[src/rtl/pc_fetch_unit_pkg.sv]
// Shared definitions for the instruction-fetch unit: FSM encoding,
// default NOP word and the sequential PC step.
package pc_fetch_unit_pkg;

    typedef enum logic [1:0] {
        ST_BOOT  = 2'd0,
        ST_REQ   = 2'd1,
        ST_HOLD  = 2'd2,
        ST_DRAIN = 2'd3
    } fetch_state_e;

    localparam logic [31:0] NOP_WORD_DEFAULT = 32'h0000_0000;
    localparam logic [31:0] PC_STEP          = 32'd4;

    // Sequential successor of a PC; wraps modulo 2^32 by construction.
    function automatic logic [31:0] pc_plus_step(input logic [31:0] pc);
        return pc + PC_STEP;
    endfunction

endpackage

[src/rtl/pc_fetch_unit_if_id_reg.sv]
// IF/ID pipeline register: valid bit, instruction word and PC+4.
// Flush wins over load; with neither asserted the contents hold.
module pc_fetch_unit_if_id_reg
    import pc_fetch_unit_pkg::*;
#(
    parameter logic [31:0] NOP_WORD = NOP_WORD_DEFAULT
) (
    input  logic        clk,
    input  logic        rst_n,
    input  logic        i_load,
    input  logic        i_flush,
    input  logic [31:0] i_instr,
    input  logic [31:0] i_pc4,
    output logic        o_valid,
    output logic [31:0] o_instr,
    output logic [31:0] o_pc4
);

    logic        r_valid;
    logic [31:0] r_instr;
    logic [31:0] r_pc4;

    // Load / hold / flush of the IF/ID contents
    always_ff @(posedge clk or negedge rst_n) begin
        if (!rst_n) begin
            r_valid <= 1'b0;
            r_instr <= NOP_WORD;
            r_pc4   <= 32'h0000_0000;
        end else if (i_flush) begin
            r_valid <= 1'b0;
            r_instr <= NOP_WORD;
        end else if (i_load) begin
            r_valid <= 1'b1;
            r_instr <= i_instr;
            r_pc4   <= i_pc4;
        end
    end

    assign o_valid = r_valid;
    assign o_instr = r_instr;
    assign o_pc4   = r_pc4;

endmodule

[src/rtl/pc_fetch_unit.sv]
// Instruction-fetch unit: owns the PC, issues instruction-memory requests
// and fills the IF/ID register. A skid buffer parks a word that returns
// while ID is stalled; a redirect register remembers a taken branch that
// arrives while a request is still outstanding.
module pc_fetch_unit
    import pc_fetch_unit_pkg::*;
#(
    parameter logic [31:0] PC_RESET = 32'h0000_0000,
    parameter logic [31:0] NOP_WORD = NOP_WORD_DEFAULT
) (
    input  logic        clk,
    input  logic        rst_n,
    input  logic        inPCSrc,
    input  logic [31:0] inBranchTarget,
    input  logic        inStall,
    output logic        outImemReq,
    output logic [31:0] outImemAddr,
    input  logic        inImemReady,
    input  logic [31:0] inImemData,
    output logic [31:0] outPC,
    output logic [31:0] outIFIDInstr,
    output logic [31:0] outIFIDPCPlus4,
    output logic        outIFIDValid
);

    fetch_state_e r_state;
    fetch_state_e w_state_nxt;

    logic [31:0] r_pc;
    logic [31:0] r_skid_instr;
    logic [31:0] r_skid_pc4;
    logic [31:0] r_redirect;

    logic [31:0] w_pc_plus4;
    logic        w_imem_req;
    logic        w_ifid_load;
    logic        w_ifid_flush;
    logic [31:0] w_ifid_instr;
    logic [31:0] w_ifid_pc4;
    logic        w_pc_load;
    logic [31:0] w_pc_next;
    logic        w_skid_load;
    logic        w_skid_clear;
    logic        w_redir_load;

    assign w_pc_plus4 = pc_plus_step(r_pc);

    // FSM state register
    always_ff @(posedge clk or negedge rst_n) begin
        if (!rst_n) begin
            r_state <= ST_BOOT;
        end else begin
            r_state <= w_state_nxt;
        end
    end

    // Next state and datapath controls; a taken branch outranks a stall everywhere
    always_comb begin
        w_state_nxt  = r_state;
        w_imem_req   = 1'b0;
        w_ifid_load  = 1'b0;
        w_ifid_flush = 1'b0;
        w_ifid_instr = inImemData;
        w_ifid_pc4   = w_pc_plus4;
        w_pc_load    = 1'b0;
        w_pc_next    = w_pc_plus4;
        w_skid_load  = 1'b0;
        w_skid_clear = 1'b0;
        w_redir_load = 1'b0;

        case (r_state)
            ST_BOOT: begin
                w_state_nxt = ST_REQ;
            end

            ST_REQ: begin
                w_imem_req = 1'b1;
                if (inPCSrc) begin
                    w_ifid_flush = 1'b1;
                    if (inImemReady) begin
                        // Wrong-path word arrives with the redirect: drop it.
                        w_pc_load = 1'b1;
                        w_pc_next = inBranchTarget;
                    end else begin
                        // Request in flight: keep it stable, remember the target.
                        w_redir_load = 1'b1;
                        w_state_nxt  = ST_DRAIN;
                    end
                end else if (inImemReady) begin
                    if (inStall) begin
                        w_skid_load = 1'b1;
                        w_state_nxt = ST_HOLD;
                    end else begin
                        w_ifid_load = 1'b1;
                        w_pc_load   = 1'b1;
                    end
                end else if (!inStall) begin
                    // ID consumes its word every unstalled cycle; no new word means a bubble.
                    w_ifid_flush = 1'b1;
                end
            end

            ST_HOLD: begin
                if (inPCSrc) begin
                    w_ifid_flush = 1'b1;
                    w_skid_clear = 1'b1;
                    w_pc_load    = 1'b1;
                    w_pc_next    = inBranchTarget;
                    w_state_nxt  = ST_REQ;
                end else if (!inStall) begin
                    w_ifid_load  = 1'b1;
                    w_ifid_instr = r_skid_instr;
                    w_ifid_pc4   = r_skid_pc4;
                    w_pc_load    = 1'b1;
                    w_skid_clear = 1'b1;
                    w_state_nxt  = ST_REQ;
                end
            end

            ST_DRAIN: begin
                w_imem_req = 1'b1;
                if (inPCSrc) begin
                    w_ifid_flush = 1'b1;
                    w_redir_load = 1'b1;
                end
                if (inImemReady) begin
                    // Stale word discarded; a same-cycle branch is the newest target.
                    w_pc_load   = 1'b1;
                    w_pc_next   = inPCSrc ? inBranchTarget : r_redirect;
                    w_state_nxt = ST_REQ;
                end
            end

            default: begin
                w_state_nxt = ST_BOOT;
            end
        endcase
    end

    // Program counter
    always_ff @(posedge clk or negedge rst_n) begin
        if (!rst_n) begin
            r_pc <= PC_RESET;
        end else if (w_pc_load) begin
            r_pc <= w_pc_next;
        end
    end

    // Skid buffer for a word that returned while ID was stalled
    always_ff @(posedge clk or negedge rst_n) begin
        if (!rst_n) begin
            r_skid_instr <= 32'h0000_0000;
            r_skid_pc4   <= 32'h0000_0000;
        end else if (w_skid_load) begin
            r_skid_instr <= inImemData;
            r_skid_pc4   <= w_pc_plus4;
        end else if (w_skid_clear) begin
            r_skid_instr <= 32'h0000_0000;
            r_skid_pc4   <= 32'h0000_0000;
        end
    end

    // Redirect target pending behind an outstanding request
    always_ff @(posedge clk or negedge rst_n) begin
        if (!rst_n) begin
            r_redirect <= 32'h0000_0000;
        end else if (w_redir_load) begin
            r_redirect <= inBranchTarget;
        end
    end

    pc_fetch_unit_if_id_reg #(
        .NOP_WORD (NOP_WORD)
    ) u_if_id_reg (
        .clk     (clk),
        .rst_n   (rst_n),
        .i_load  (w_ifid_load),
        .i_flush (w_ifid_flush),
        .i_instr (w_ifid_instr),
        .i_pc4   (w_ifid_pc4),
        .o_valid (outIFIDValid),
        .o_instr (outIFIDInstr),
        .o_pc4   (outIFIDPCPlus4)
    );

    assign outImemReq  = w_imem_req;
    assign outImemAddr = r_pc;
    assign outPC       = r_pc;

endmodule

[config.mk]
export PLATFORM = sky130hd
export DESIGN_NAME = pc_fetch_unit
export DESIGN_NICKNAME = d
export VERILOG_FILES = /design/src/rtl/pc_fetch_unit_pkg.sv /design/src/rtl/pc_fetch_unit_if_id_reg.sv /design/src/rtl/pc_fetch_unit.sv
export SDC_FILE = /design/constraint.sdc
export NUM_CORES = 1
export LEC_CHECK = 0
export ABC_AREA = 1
export BUFFER_PORTS_ARGS = -buffer_cell sky130_fd_sc_hd__buf_2
export CAP_MARGIN = 15
export CORE_MARGIN = 3
export CORE_UTILIZATION = 56
export DETAILED_ROUTE_END_ITERATION = 8
export PLACE_DENSITY = 0.89
export SETUP_SLACK_MARGIN = 0.2
export SYNTH_ARGS = -nofsm -noshare
export SYNTH_HDL_FRONTEND = slang
export SYNTH_SLANG_ARGS = --single-unit
[constraint.sdc]
create_clock -name clk -period 2.8 [get_ports clk]
set_clock_uncertainty 0.15 [all_clocks]
set_input_delay 0 -clock clk [delete_from_list [all_inputs] [get_ports clk]]
set_output_delay 0 -clock clk [all_outputs]
set_load 0.02 [all_outputs]
==> results.json, run 1 <==
{
  "status": "finished, final reports clean",
  "reg2reg_slack_ns": 0.36,
  "critPathKind": "reg2reg",
  "cts-root-buf": "clkbuf_16",
  "p_total_mw": 15.10,
  "synthTopCellsByArea": "dfrtp_1, nand2_1, o21ai_0",
  "finalSetupViolCount": 0,
  "syn_nets": 1255,
  "antenna_left": 0,
  "clock.fmax_mhz": 409.5,
  "area_growth_pct": 22.33,
  "rsz0062_at_grt": "no",
  "synth-seq-cells": 195,
  "final_area_um2": 12080,
  "viasPerCell": 5.732,
  "instances_no_fill": 1633,
  "slew_violations": 0,
  "initial_core_util": 0.5832,
  "synth_area_per_cell_um2": 8.363,
  "drv_cap": 0,
  "worstReg2RegStart": "r_state[0]",
  "cts_buffers": 17,
  "num_rows": 47,
  "wl_per_cell_um": 18.46,
  "hp-class": "in2async",
  "drive_above_1_share": 0.2187,
  "critPathLaunchType": "flop",
  "num_vias": 9360,
  "die_y_um": 138.8,
  "yosysSeqAreaShare": 0.4940,
  "dr.first_iter.drc_count": 992,
  "reg2reg_to": "outImemAddr[13]",
  "fin_crit_sh": 0.8722,
  "endpoint_kind": "flop",
  "drt_pass1_iterations": 6,
  "clock_sinks": 195,
  "grt_pass1_wl_um": 48150,
  "tightestPinTransition_ns": 0.6979,
  "core_um2": 16940,
  "gp_congestion": 0.9743,
  "worstPathRequired_ns": 2.94,
  "pre_cts_ws_ns": 0.3257,
  "grt_usage": 0.3088,
  "synth_cell_type_count": 48,
  "hold_viol_final": 0,
  "ys.flop_type": "dfrtp_1",
  "route.detailed.drc": 0,
  "fin_util": 0.7134,
  "ir_drop_uv": 910.8,
  "grt-ovfl-total": 0,
  "cts_tree": "yes",
  "worst_r2r_path_depth": 8,
  "synthCells": 1181,
  "tns_ns": 0,
  "clk_path_buf_depth": 2,
  "hpwl_um": 20580,
  "synth-edff-count": 0,
  "wl_um": 30150,
  "grt_pass1_vias": 9097,
  "cts_setup_buffers": 0,
  "seqCellArea_um2": 4880,
  "grt_max_degree": 86,
  "power_density_nw_per_um2": 1249,
  "fin_crit_ns": 2.442,
  "holdWs_ns": 0.006557,
  "io_pins": 199,
  "yosys_warnings": 0,
  "die_x_um": 138.8,
  "setup_ws_ns": 0.3578,
  "synth_top_cell_area_share": 0.4940,
  "n_fill_cell": 1265,
  "place_area_um2": 10810,
  "cp.arrival_ns": 2.58,
  "clk_pin_slew_ns": 0.07,
  "p_leak_nw": 5.859,
  "htree_levels": 4,
  "dieArea_um2": 19270,
  "yosysTopAreaCell": "dfrtp_1",
  "port_buffers": 198,
  "syn-cell-area_um2": 9877,
  "dp_cells": 1534,
  "cp_max_fo": 16,
  "nets": 1474,
  "clk_latency_ns": 0.44,
  "antenna_cells": 0,
  "async_reset_ff_frac": 1.000,
  "multi_input_area_um2": 4019,
  "antenna_found_initial": 0,
  "max_slew_margin": 0.5347
}
[worst max-delay path by stage]
stage                   start  depth (start not counted)                     to
2_1_floorplan  outImemAddr[2]                         12        outImemAddr[30]
4_1_cts            r_state[1]                         10  u_if_id_reg.o_pc4[30]
3_5_place_dp       r_state[1]                         10  u_if_id_reg.o_pc4[20]
6_report           r_state[0]                          8        outImemAddr[13]
5_1_grt        outImemAddr[3]                          9        outImemAddr[16]
3_3_place_gp       r_state[1]                         10   u_if_id_reg.o_pc4[3]
[worst max-delay path: stages (launching register included)]
cell	delay [ns]
dfrtp_1	0.40
inv_1	0.08
ha_1	0.29
inv_2	0.25
nand3_2	0.15
nand2_1	0.19
inv_2	0.18
a221oi_1	0.48
a22oi_1	0.13
[cell families after synthesis]
kind of cell,count (synthesis),share of synthesized area
buf+inv,197,0.1001
xor+xnor,16,0.01419
compound gates,296,0.1790
flops,195,0.4940
fa+ha+maj,5,0.006334
mux,14,0.01583
simple gates,458,0.1905
[placed cells by master (no fill, tap or decap), types with 21 or more instances in the layout]
cell	instances
nor2_1	87
nand3_1	40
a21oi_1	82
buf_4	21
buf_2	197
dfrtp_1	195
nand2_1	299
inv_1	96
dlygate4sd3_1	67
o21ai_0	123
[state kept, by name, summed over array words and instances (netlist names)]
signal	count
r_redirect	32
u_if_id_reg.o_valid	1
r_state	2
u_if_id_reg.o_instr	32
u_if_id_reg.o_pc4	32
r_skid_pc4	32
r_skid_instr	32
outImemAddr	32
[where the power goes]
group	leakage [nW]	total (mW)	switching [mW]	internal, mW
Clock	0.276	2.47	1.17	1.31
Sequential	2.39	5.21	1.04	4.17
Combinational	3.20	7.41	4.96	2.45
Total	5.86	15.1	7.17	7.93
[area by class of cell]
| cell class | instances | area share |
|---|---|---|
| inverters | 107 | 0.03365 |
| multi-input cells | 789 | 0.3326 |
| well taps | 220 | 0.02278 |
| clock inverters | 13 | 0.01170 |
| flip-flops and latches | 195 | 0.4039 |
| clock buffers | 19 | 0.03749 |
| repair buffers | 290 | 0.1579 |
[metal layers]
metal	vias up	global-route usage	wire (um)
met5	-	0	0
met4	0	0.08084	721
met2	489	0.4981	14180
met1	4490	0.4299	12210
met3	68	0.06552	3032
li1	4313	-	-
[cell usage after synthesis (9+ instances only)]
cell type and count:
clkbuf_1 15, o21ai_0 123, dfrtp_1 195, a2bb2oi_1 9
inv_2 10, buf_4 41, xor2_1 14, nor2_1 88
nand2_1 299, inv_1 96, a21oi_1 82, a221oi_1 13
o21ai_1 13, a22o_1 18, mux2_2 13, nor2_2 9
buf_2 26, nand3_1 40, a22oi_1 9
[timing repair]
action / in CTS / in global routing
hold buffers: 67 / 0
resized for setup: 0 / 2
hold endpoints to repair: 303 / 0
endpoints found under the setup margin: 0 / 44
Note: power is estimated with default switching activity, not from simulation.
==> run 2, diff against run 1 <==
- CTS_BUF_LIST: not set -> sky130_fd_sc_hd__clkbuf_8
==> results.json, run 2 (same netlist as run 1, synthesis figures left out) <==
{
  "route.detailed.drc": 0,
  "hpwl_um": 20580,
  "min_path_cells": 4,
  "grt_pass1_wl_um": 47940,
  "dr.first_iter.drc_count": 1064,
  "critPathKind": "reg2reg",
  "clock.fmax_mhz": 403.4,
  "nets": 1476,
  "p_leak_nw": 5.787,
  "wl_um": 29890,
  "crit_path_max_incr_delay_ns": 0.50,
  "cts-root-buf": "clkbuf_8",
  "ir_drop_uv": 906.8,
  "place_area_um2": 10810,
  "drive_above_1_share": 0.2198,
  "num_rows": 47,
  "antenna_left": 0,
  "cpMostUsedCell": "inv_2",
  "slew_violations": 0,
  "worstPathCellList": "inv_1 -> ha_1 -> inv_2 -> nand3_2 -> nand2_1 -> inv_2 -> a221oi_1 -> a22oi_1",
  "mostFrequentLayoutCells": "nand2_1, buf_2, dfrtp_1",
  "seqCellArea_um2": 4880,
  "power_density_nw_per_um2": 1214,
  "grt_usage": 0.3077,
  "htree_levels": 4,
  "cp.arrival_ns": 2.66,
  "antenna_cells": 0,
  "grt-ovfl-total": 0,
  "status": "finished, final reports clean",
  "tns_ns": 0,
  "dieArea_um2": 19270,
  "path_depth": 8,
  "die_x_um": 138.8,
  "clk_pin_slew_ns": 0.10,
  "clock_sinks": 195,
  "final_common_cell": "nand2_1",
  "tightestPinTransition_ns": 0.6155,
  "core_um2": 16940,
  "fin_util": 0.7043,
  "final_area_um2": 11930,
  "die_y_um": 138.8,
  "max_slew_margin": 0.5891,
  "cts_buffers": 17,
  "holdWs_ns": 0.02725,
  "num_vias": 9435,
  "grt_max_degree": 48,
  "reg2reg_slack_ns": 0.32,
  "port_buffers": 198,
  "worstPathRequired_ns": 2.98,
  "rsz0062_at_grt": "no",
  "multi_input_area_um2": 4026,
  "critPathLaunchType": "flop",
  "cp_slowest_cell": "a221oi_1",
  "initial_core_util": 0.5832,
  "fin_crit_ns": 2.479,
  "cp_max_fo": 16,
  "wl_per_cell_um": 18.28,
  "clk_latency_ns": 0.48,
  "fin_crit_sh": 0.8854,
  "hold_viol_final": 0,
  "clk_path_buf_depth": 2,
  "worst_r2r_path_depth": 8,
  "n_fill_cell": 1290,
  "drt_pass1_iterations": 6,
  "antenna_found_initial": 0,
  "cts_setup_buffers": 0,
  "grt_pass1_vias": 9106,
  "gp_congestion": 0.9743,
  "viasPerCell": 5.771,
  "endpoint_kind": "flop",
  "path_buf_inv": 3,
  "hp-class": "in2reg",
  "area_growth_pct": 20.77,
  "drv_cap": 0,
  "io_pins": 199,
  "finalSetupViolCount": 0,
  "cts_tree": "yes",
  "crit_family": "compound AO/OA/AOI/OAI gates"
}
[run 2: final cells by class]
type	instances	area share
inverter	107	0.03409
multi-input combinational	789	0.3375
tap	220	0.02308
sequential	195	0.4091
clock inverter	13	0.01185
clock buffer	19	0.02192
timing repair buffer	292	0.1625
[run 2: timing repair]
item,CTS,global route
endpoints found under the hold margin,331,0
hold buffers,69,0
resized for setup,0,3
setup endpoints to repair,0,44
[run 2: worst min-delay path, delay by kind of cell]
| family | cells | cell delay, ns |
|---|---|---|
| buf+inv | 1 | 0.25 |
| compound gates | 1 | 0.14 |
| simple gates | 2 | 0.21 |
[run 2: per-layer routing]
layer | track usage | part of all wire
met1 | 0.4331 | 0.40
met2 | 0.4917 | 0.47
met3 | 0.05862 | 0.10
met4 | 0.08908 | 0.023
met5 | 0 | 0
[run 2: final timing paths]
path                                         end                  from
max in group asynchronous          r_skid_pc4[6]                 rst_n
min reg2reg                 u_if_id_reg.o_pc4[6]  u_if_id_reg.o_pc4[6]
max reg2reg                      outImemAddr[13]            r_state[0]
min                              outImemAddr[11]               inPCSrc
min in group asynchronous  u_if_id_reg.o_pc4[18]                 rst_n
max                              outImemAddr[13]            r_state[0]
[run 2: metrics by stage]
step                total power, mW  setup slack [ns]  instances
CTS                           14.30            0.3060       1635
finish                        14.48            0.3210       1635
global route                  15.39            0.2143       1635
floorplan                     10.20            0.7551       1181
detailed placement            12.36            0.3257       1534
global placement              12.16            0.3774       1534
[run 2: report_power, final]
| part | switching, mW | total [mW] | internal [mW] | leakage, nW |
|---|---|---|---|---|
| sequential | 1.03 | 5.20 | 4.16 | 2.39 |
| combinational | 4.95 | 7.41 | 2.46 | 3.21 |
| clock | 1.09 | 1.88 | 0.782 | 0.189 |
| total | 7.08 | 14.5 | 7.40 | 5.79 |
